===== config.mk =====
export PLATFORM = sky130hd
export DESIGN_NAME = ro_race_comparator_flat
export DESIGN_NICKNAME = d
export VERILOG_FILES = /design/src/rtl/ro_race_comparator_pkg.sv /design/src/rtl/ro_race_comparator_if.sv /design/src/rtl/ro_race_comparator_edge_counter.sv /design/src/rtl/ro_race_comparator.sv /design/src/flat_wrapper.sv
export SDC_FILE = /design/constraint.sdc
export NUM_CORES = 1
export LEC_CHECK = 0
export CORE_MARGIN = 1.5
export CORE_UTILIZATION = 39
export CTS_BUF_LIST = sky130_fd_sc_hd__clkbuf_8
export CTS_CLUSTER_DIAMETER = 60
export CTS_CLUSTER_SIZE = 8
export DETAILED_ROUTE_END_ITERATION = 6
export HOLD_SLACK_MARGIN = 0.1
export PLACE_DENSITY = 0.63
export SKIP_CTS_REPAIR_TIMING = 1
export SYNTH_ARGS = -nofsm -noshare
export SYNTH_HDL_FRONTEND = slang
export SYNTH_SLANG_ARGS = --single-unit

===== constraint.sdc =====
create_clock -name i_clk -period 2.38 [get_ports i_clk]
set_input_delay 0.476 -clock i_clk [delete_from_list [all_inputs] [get_ports i_clk]]
set_output_delay 0.476 -clock i_clk [all_outputs]
set_load 0.02 [all_outputs]

===== src/rtl/ro_race_comparator_pkg.sv =====
// Shared constants and types for the ring-oscillator race comparator.
package ro_race_comparator_pkg;

    localparam int NUM_RO = 16;
    localparam int SEL_W  = $clog2(NUM_RO);
    localparam int CHAL_W = 2 * SEL_W;

    typedef enum logic [2:0] {
        IDLE,
        SETTLE,
        COUNT,
        COMPARE,
        DONE
    } race_state_t;

    typedef logic [SEL_W-1:0] ro_sel_t;

    function automatic int max_int(input int a, input int b);
        return (a > b) ? a : b;
    endfunction

endpackage


===== src/rtl/ro_race_comparator_if.sv =====
// Challenge/response bundle between the scrambler side and the race comparator.
interface ro_race_comparator_if #(
    parameter int CNT_W = 16
);
    import ro_race_comparator_pkg::*;

    logic                  start;
    logic [CHAL_W-1:0]     challenge;
    logic [NUM_RO-1:0]     ro_sync;
    logic                  busy;
    logic                  done;
    logic                  increment;
    logic                  response;
    logic                  tie;
    logic [CNT_W-1:0]      count_a;
    logic [CNT_W-1:0]      count_b;

    modport master (
        output start, challenge, ro_sync,
        input  busy, done, increment, response, tie, count_a, count_b
    );

    modport slave (
        input  start, challenge, ro_sync,
        output busy, done, increment, response, tie, count_a, count_b
    );

endinterface


===== src/rtl/ro_race_comparator_edge_counter.sv =====
// Rising-edge counter for one selected RO; saturates at all-ones instead of wrapping.
module ro_race_comparator_edge_counter #(
    parameter int CNT_W = 16
)(
    input  logic             i_clk,
    input  logic             i_rst,
    input  logic             i_clear,
    input  logic             i_enable,
    input  logic             i_ro_bit,
    output logic [CNT_W-1:0] o_count
);

    logic             r_hist;
    logic [CNT_W-1:0] r_count;
    logic             w_rise;
    logic             w_sat;

    assign w_rise  = i_ro_bit & ~r_hist;
    assign w_sat   = &r_count;
    assign o_count = r_count;

    // History always follows the input so the first enabled cycle sees a true previous value.
    always_ff @(posedge i_clk) begin
        if (i_rst) begin
            r_hist  <= 1'b0;
            r_count <= '0;
        end else begin
            r_hist <= i_ro_bit;
            if (i_clear)
                r_count <= '0;
            else if (i_enable && w_rise && !w_sat)
                r_count <= r_count + 1'b1;
        end
    end

endmodule


===== src/rtl/ro_race_comparator.sv =====
// Races two challenge-selected ring oscillators over a fixed window and emits one response bit.
// state   | meaning
// IDLE    | waiting for start, previous result held
// SETTLE  | mux/edge history settling, counters cleared
// COUNT   | counting rising edges of RO A and RO B
// COMPARE | register response/tie/counts
// DONE    | done/increment pulse
module ro_race_comparator
    import ro_race_comparator_pkg::*;
#(
    parameter int CNT_W         = 16,
    parameter int SETTLE_CYCLES = 8,
    parameter int WINDOW_CYCLES = 4096
)(
    input logic                 i_clk,
    input logic                 i_rst,
    ro_race_comparator_if.slave io_bus
);

    localparam int PH_W = $clog2(max_int(SETTLE_CYCLES, WINDOW_CYCLES)) + 1;
    typedef logic [PH_W-1:0] phase_t;
    localparam phase_t SETTLE_LOAD = phase_t'(SETTLE_CYCLES - 1);
    localparam phase_t WINDOW_LOAD = phase_t'(WINDOW_CYCLES - 1);

    race_state_t      r_state;
    phase_t           r_phase;
    ro_sel_t          r_sel_a;
    ro_sel_t          r_sel_b;
    logic             r_busy;
    logic             r_done;
    logic             r_inc;
    logic             r_response;
    logic             r_tie;
    logic [CNT_W-1:0] r_count_a;
    logic [CNT_W-1:0] r_count_b;

    logic             w_ro_a;
    logic             w_ro_b;
    logic             w_clear;
    logic             w_enable;
    logic [CNT_W-1:0] w_cnt_a;
    logic [CNT_W-1:0] w_cnt_b;

    assign w_ro_a   = io_bus.ro_sync[r_sel_a];
    assign w_ro_b   = io_bus.ro_sync[r_sel_b];
    assign w_clear  = (r_state == SETTLE);
    assign w_enable = (r_state == COUNT);

    ro_race_comparator_edge_counter #(.CNT_W(CNT_W)) u_cnt_a (
        .i_clk    (i_clk),
        .i_rst    (i_rst),
        .i_clear  (w_clear),
        .i_enable (w_enable),
        .i_ro_bit (w_ro_a),
        .o_count  (w_cnt_a)
    );

    ro_race_comparator_edge_counter #(.CNT_W(CNT_W)) u_cnt_b (
        .i_clk    (i_clk),
        .i_rst    (i_rst),
        .i_clear  (w_clear),
        .i_enable (w_enable),
        .i_ro_bit (w_ro_b),
        .o_count  (w_cnt_b)
    );

    always_ff @(posedge i_clk) begin
        if (i_rst) begin
            r_state    <= IDLE;
            r_phase    <= '0;
            r_sel_a    <= '0;
            r_sel_b    <= '0;
            r_busy     <= 1'b0;
            r_done     <= 1'b0;
            r_inc      <= 1'b0;
            r_response <= 1'b0;
            r_tie      <= 1'b0;
            r_count_a  <= '0;
            r_count_b  <= '0;
        end else begin
            r_done <= 1'b0;
            r_inc  <= 1'b0;
            case (r_state)
                IDLE: begin
                    if (io_bus.start) begin
                        r_sel_a <= io_bus.challenge[CHAL_W-1:SEL_W];
                        r_sel_b <= io_bus.challenge[SEL_W-1:0];
                        r_phase <= SETTLE_LOAD;
                        r_busy  <= 1'b1;
                        r_state <= SETTLE;
                    end
                end
                SETTLE: begin
                    if (r_phase == '0) begin
                        r_phase <= WINDOW_LOAD;
                        r_state <= COUNT;
                    end else begin
                        r_phase <= r_phase - phase_t'(1);
                    end
                end
                COUNT: begin
                    if (r_phase == '0)
                        r_state <= COMPARE;
                    else
                        r_phase <= r_phase - phase_t'(1);
                end
                COMPARE: begin
                    r_response <= (w_cnt_a > w_cnt_b);
                    r_tie      <= (w_cnt_a == w_cnt_b);
                    r_count_a  <= w_cnt_a;
                    r_count_b  <= w_cnt_b;
                    r_done     <= 1'b1;
                    r_inc      <= 1'b1;
                    r_state    <= DONE;
                end
                DONE: begin
                    r_busy  <= 1'b0;
                    r_state <= IDLE;
                end
                default: r_state <= IDLE;
            endcase
        end
    end

    assign io_bus.busy      = r_busy;
    assign io_bus.done      = r_done;
    assign io_bus.increment = r_inc;
    assign io_bus.response  = r_response;
    assign io_bus.tie       = r_tie;
    assign io_bus.count_a   = r_count_a;
    assign io_bus.count_b   = r_count_b;

endmodule

===== src/flat_wrapper.sv =====
// flat-port wrapper written by rule: the top's interface ports become plain ports
module ro_race_comparator_flat import ro_race_comparator_pkg::*;
#(
    parameter int CNT_W         = 16,
    parameter int SETTLE_CYCLES = 8,
    parameter int WINDOW_CYCLES = 4096
)
  (i_clk, i_rst, io_bus_start, io_bus_challenge, io_bus_ro_sync, io_bus_busy, io_bus_done, io_bus_increment, io_bus_response, io_bus_tie, io_bus_count_a, io_bus_count_b);
  ro_race_comparator_if #(.CNT_W(CNT_W)) io_bus_i ();
  input logic i_clk;
  input logic i_rst;
  input wire logic [$bits(io_bus_i.start)-1:0] io_bus_start;
  input wire logic [$bits(io_bus_i.challenge)-1:0] io_bus_challenge;
  input wire logic [$bits(io_bus_i.ro_sync)-1:0] io_bus_ro_sync;
  output wire logic [$bits(io_bus_i.busy)-1:0] io_bus_busy;
  output wire logic [$bits(io_bus_i.done)-1:0] io_bus_done;
  output wire logic [$bits(io_bus_i.increment)-1:0] io_bus_increment;
  output wire logic [$bits(io_bus_i.response)-1:0] io_bus_response;
  output wire logic [$bits(io_bus_i.tie)-1:0] io_bus_tie;
  output wire logic [$bits(io_bus_i.count_a)-1:0] io_bus_count_a;
  output wire logic [$bits(io_bus_i.count_b)-1:0] io_bus_count_b;
  assign io_bus_i.start = io_bus_start;
  assign io_bus_i.challenge = io_bus_challenge;
  assign io_bus_i.ro_sync = io_bus_ro_sync;
  assign io_bus_busy = io_bus_i.busy;
  assign io_bus_done = io_bus_i.done;
  assign io_bus_increment = io_bus_i.increment;
  assign io_bus_response = io_bus_i.response;
  assign io_bus_tie = io_bus_i.tie;
  assign io_bus_count_a = io_bus_i.count_a;
  assign io_bus_count_b = io_bus_i.count_b;
  ro_race_comparator #(.CNT_W(CNT_W), .SETTLE_CYCLES(SETTLE_CYCLES), .WINDOW_CYCLES(WINDOW_CYCLES)) u_core (.i_clk(i_clk), .i_rst(i_rst), .io_bus(io_bus_i));
endmodule

* Yosys cells after proc, flatten, opt, wreduce, memory -nomap -nowiden
Index checks and enable logic that the tools add are counted.
** Storage, ports and cells
- Input port bits :: 27
- Output and inout bits :: 37
- Bits in registers :: 94
** Operators by class
- $add $sub $neg :: 3
- Muxes and demuxes :: 15
- Order comparisons :: 3
- Bitwise logic cells :: 4
- Reduce and logical (&&, ||, !) cells :: 17
- Eq/ne operators :: 9
** Operators with widths (number)
- $mux 13 :: 3
- $pmux 13 s3 :: 1
- $add 16x1->16 const B :: 2
- $reduce_and 16->1 :: 2
- $eq 16x16->1 :: 1
- $gt 16x16->1 :: 1
- $logic_not 13->1 :: 1
- $sub 13x1->13 const B :: 1
- $pmux 3 s4 :: 1
- $lt 4x5->1 const B :: 2
- $mux 3 :: 3
- $bmux 1 s4 :: 2
- $eq 3x2->1 const B :: 2
- $reduce_and 3->1 :: 2
- $logic_and 1x1->1 :: 4
- $mux 1 :: 4
- $ne 2x1->1 const B :: 2
- $ne 2x2->1 const B :: 2
- $reduce_and 2->1 :: 2
- $eq 3x1->1 const B :: 1
- $eq 3x3->1 const B :: 1
- $logic_not 3->1 :: 1
- $reduce_bool 3->1 :: 1
- $and 1x1->1 :: 2
- 5 further kinds :: 7

* Longest topological paths before layout
- Word-level depth :: 5
- Gate-level depth with buffers :: 9
- Gate-level depth less buffers :: 8

* Hierarchy
Synthesis repeated with hierarchy kept, for this count alone.
** Unflattened totals
- Cell total of the unflattened synthesis :: 581
- Area total of the unflattened synthesis :: 4939.7 µm²
** By module, submodules not included
- ro_race_comparator :: sequential area each 1201.2 µm², cells an instance 381, area an instance 3130.5 µm², times used 1
- ro_race_comparator_edge_counter :: sequential area each 340.3 µm², cells an instance 100, area an instance 904.6 µm², times used 2

* Worst setup path before layout
No wires, ideal clock.
- Path type :: reg2reg
- From :: register u_core.r_phase[0]
- To :: register u_core.r_phase[9]
- Clock period less this slack :: 2.199 ns
- Library setup time :: 0.119 ns
- Slack :: 0.181 ns
- Cell stages (with the launch flop) :: 9
- Arrival time :: 2.081 ns
- Cells stage by stage :: dfxtp_1 -> inv_1 -> ha_1 -> or4b_2 -> o311ai_4 -> a21o_4 -> buf_6 -> a21oi_1 -> o221a_2
** Between the ends
- Word-level cells in the longest chain between the ends :: 3
** Ends and longest elaborated chain
- from (decl) :: RTL line ro_race_comparator.sv:26 : phase_t r_phase;
- from (signal assigned) :: RTL line ro_race_comparator.sv:98 : r_phase <= r_phase - phase_t'(1);
- from (signal assigned) :: RTL line ro_race_comparator.sv:105 : r_phase <= r_phase - phase_t'(1);
- $sub 13x1->13 or $logic_not 13->1 (tied branches)
- $mux 13, or another cell as far along :: RTL line ro_race_comparator.sv:102 : if (r_phase == '0)
- $pmux 13 s3 or $reduce_and 3->1 (tied branches)
Parallel ways exist; a longest one is shown, timed or not. The select of a mux whose other input is x is not followed.
A chain may end at the register's enable or synchronous reset.

* Worst setup path in the final report
- From :: register u_core.r_phase[0]
- To :: register u_core.r_phase[2]
The elaborated chain is that of the path after synthesis.

==> impl_metrics.py <==
metrics = {
    "outcome": {
        "outcome": "finished clean",
    },
    "timing": {
        "rsz0062_at_grt": "false",
        "finalWorstSetupSlack_ns": 0.130,
        "whs_ns": 0.456,
        "max_freq_mhz": 444,
        "hold_viol": 0,
        "period_needed_ns": 2.25,
        "finalClockSkew_ns": 0.0127,
        "setup_viol": 0,
        "slew_headroom_pct": 58.3,
        "fin_tns_setup_ns": 0,
        "fin_crit_sh_pct": 94.5,
        "tightest_slew_ns": 0.623,
        "drv_slew": 0,
    },
    "die": {
        "io_pins": 64,
        "die_h_um": 114,
        "row_count": 40,
        "initial_core_util_pct": 39.9,
        "core_area_um2": 12000,
        "dieArea_um2": 13000,
        "die_x_um": 114,
    },
    "clock_tree": {
        "clkSinkCount": 94,
        "cts-htree-levels": 3,
        "insertion_delay_ns": 0.39,
        "cts.clk_slew.worst_paths_ns": 0.09,
        "cts_root_buf": "clkbuf_8",
        "clockBufferDepth": 2,
        "cts_tree": "yes",
        "numCtsBuffers": 9,
    },
    "global_route": {
        "grt_use_total_pct": 19.2,
        "grt_first_pass_wirelength_um": 19900,
        "antenna_found_initial": 0,
        "grt_pass1_vias": 4114,
        "grt_overflow": 0,
        "grt_max_degree": 29,
    },
    "setup_path": {
        "arrival_ns": 2.54,
        "reg2regPathDepth": 7,
        "crit_type": "flop to flop",
        "end_kind": "flop",
        "cp.required_ns": 2.67,
        "worstPathMaxFanout": 7,
        "start_kind": "flop",
    },
    "synthesis": {
        "synth_top_cell_by_area": "dfxtp_1",
        "ys_ff_latch": 94,
        "yosysTopAreaCellShare_pct": 39.3,
        "synth.cell_area_um2": 4790,
        "ys_warn_count": 0,
        "syn-num-nets": 631,
        "synth_edf_count": 0,
        "syn_inst": 584,
        "synth_most_common_cell": "nand2_1",
        "synth-async-reset-ratio_pct": 0,
        "yosys-top-cells-area": "dfxtp_1 39%, nand2_1 8.2%, a21oi_1 7.4%",
        "ys.flop_type": "dfxtp_1",
        "yosys.cell_types.count": 62,
        "synthTopCellsByCount": "105 x nand2_1, 94 x dfxtp_1, 71 x a21oi_1, 49 x nor2_1",
        "yosysSeqAreaShare_pct": 39.3,
        "syn_area_per_cell_um2": 8.20,
    },
    "layout": {
        "antenna_cells": 0,
        "syn_to_final_growth_pct": 22.1,
        "fin_util_pct": 48.7,
        "final_cells": 803,
        "post-route-cell-area_um2": 5850,
        "drive_above_1_share_pct": 10.8,
        "fin_nets": 698,
        "fillers": 1208,
    },
    "job": {
        "maxCapViolations": 0,
    },
    "placement": {
        "place_hpwl_um": 8820,
        "place_area_um2": 5630,
        "dp_cells": 785,
        "place.gp.congestion": 0.833,
        "pre_cts_ws_ns": -0.183,
        "port_buffers": 63,
    },
    "pwr": {
        "ir_drop_mv": 0.505,
        "power_density_nw_per_um2": 646,
        "power.leakage_nw": 2.09,
        "totalPowerFinal_mw": 3.78,
    },
    "drt": {
        "wirelength_um": 12000,
        "drt_iter0_markers": 230,
        "drcViolationCount": 0,
        "dr_total_vias": 4396,
        "first_pass_iters": 4,
        "antenna_left": 0,
        "wl_per_cell_um": 15.0,
        "viasPerCell": 5.47,
    },
    "min_path": {
        "worstHoldPathType": "flop to flop",
        "hold_depth": 2,
    },
}
-- sequential cells by signal, indices dropped and copies added (netlist names) --
| name | count |
|---|---|
| u_core.io_bus.response | 1 |
| u_core.r_sel_a | 4 |
| u_core.u_cnt_a.o_count | 16 |
| u_core.io_bus.done | 1 |
| u_core.r_phase | 13 |
| u_core.r_state | 3 |
| u_core.io_bus.count_b | 16 |
| u_core.io_bus.tie | 1 |
| u_core.u_cnt_a.r_hist | 1 |
| u_core.u_cnt_b.o_count | 16 |
| u_core.io_bus.busy | 1 |
| u_core.r_sel_b | 4 |
| u_core.u_cnt_b.r_hist | 1 |
| u_core.io_bus.count_a | 16 |
-- layout make-up --
cell class	instances	area, µm²	share of cell area, %
multi-input cells	437	2700	46.1
repair buffers	86	811	13.9
flip-flops and latches	94	1880	32.2
clock buffers	9	124	2.12
well taps	147	184	3.14
clock inverters	7	66.3	1.13
inverters	23	86.3	1.48
-- placed cells by master, fill, tap and decap left out, drive strengths merged, types with 6 or more instances in the layout --
cell type,Yosys,final
a21o,11,12
a21oi,71,71
buf,9,24
clkbuf,22,9
clkdlybuf4s50,0,62
clkinv,1,6
dfxtp,94,94
ha,20,20
inv,22,23
mux2i,7,7
mux4,6,6
nand2,105,105
nand3,20,20
nand4,19,19
nor2,49,49
nor3,15,15
o21ai,16,16
or3,8,8
or4,8,8
xor2,13,13
-- power breakdown --
part	total (mW)	switching [mW]	internal (mW)
logic	0.957	0.561	0.395
clock network	1.05	0.567	0.479
registers	1.77	0.114	1.66
-- cells by family (layout without fill, tap and decap cells) --
family,Yosys count,count (layout),synth area share (%)
multiplexers,13,13,4.28
XOR/XNOR,15,15,2.74
adder cells (fa/ha/maj),20,20,5.22
AND/OR/NAND/NOR,253,253,25.4
flip-flops,94,94,39.3
buffers and inverters,54,125,4.99
AO/OA/AOI/OAI,135,136,18.0
-- critical path, stage by stage, from the launching register on --
cell and delay (ns):
dfxtp_1 0.35, inv_1 0.09, ha_1 0.15, or4b_2 0.67, o311ai_4 0.35, a21o_4 0.22, nor2_1 0.08, a311oi_1 0.26
-- final timing paths --
path	endpoint	slack (ns)	start
worst max register to register	u_core.r_phase[2]$_SDFFE_PP0P_	0.13	u_core.r_phase[0]$_SDFFE_PP0P_
worst max-delay path	u_core.r_phase[2]$_SDFFE_PP0P_	0.13	u_core.r_phase[0]$_SDFFE_PP0P_
worst min register to register	u_core.io_bus.count_a[5]$_SDFFE_PP0P_	0.46	u_core.io_bus.count_a[5]$_SDFFE_PP0P_
worst min-delay path	u_core.io_bus.count_a[5]$_SDFFE_PP0P_	0.46	u_core.io_bus.count_a[5]$_SDFFE_PP0P_
-- layer usage --
layer  up-vias  global-route usage [%]  share of wire (%)
li1       2209                       -                  -
met1      2099                    23.1                 45
met2        76                    33.3                 50
met3        12                    5.53                3.9
met4         0                    5.67                1.3
met5         -                       0                  0
(Power assumes the default switching activity.)
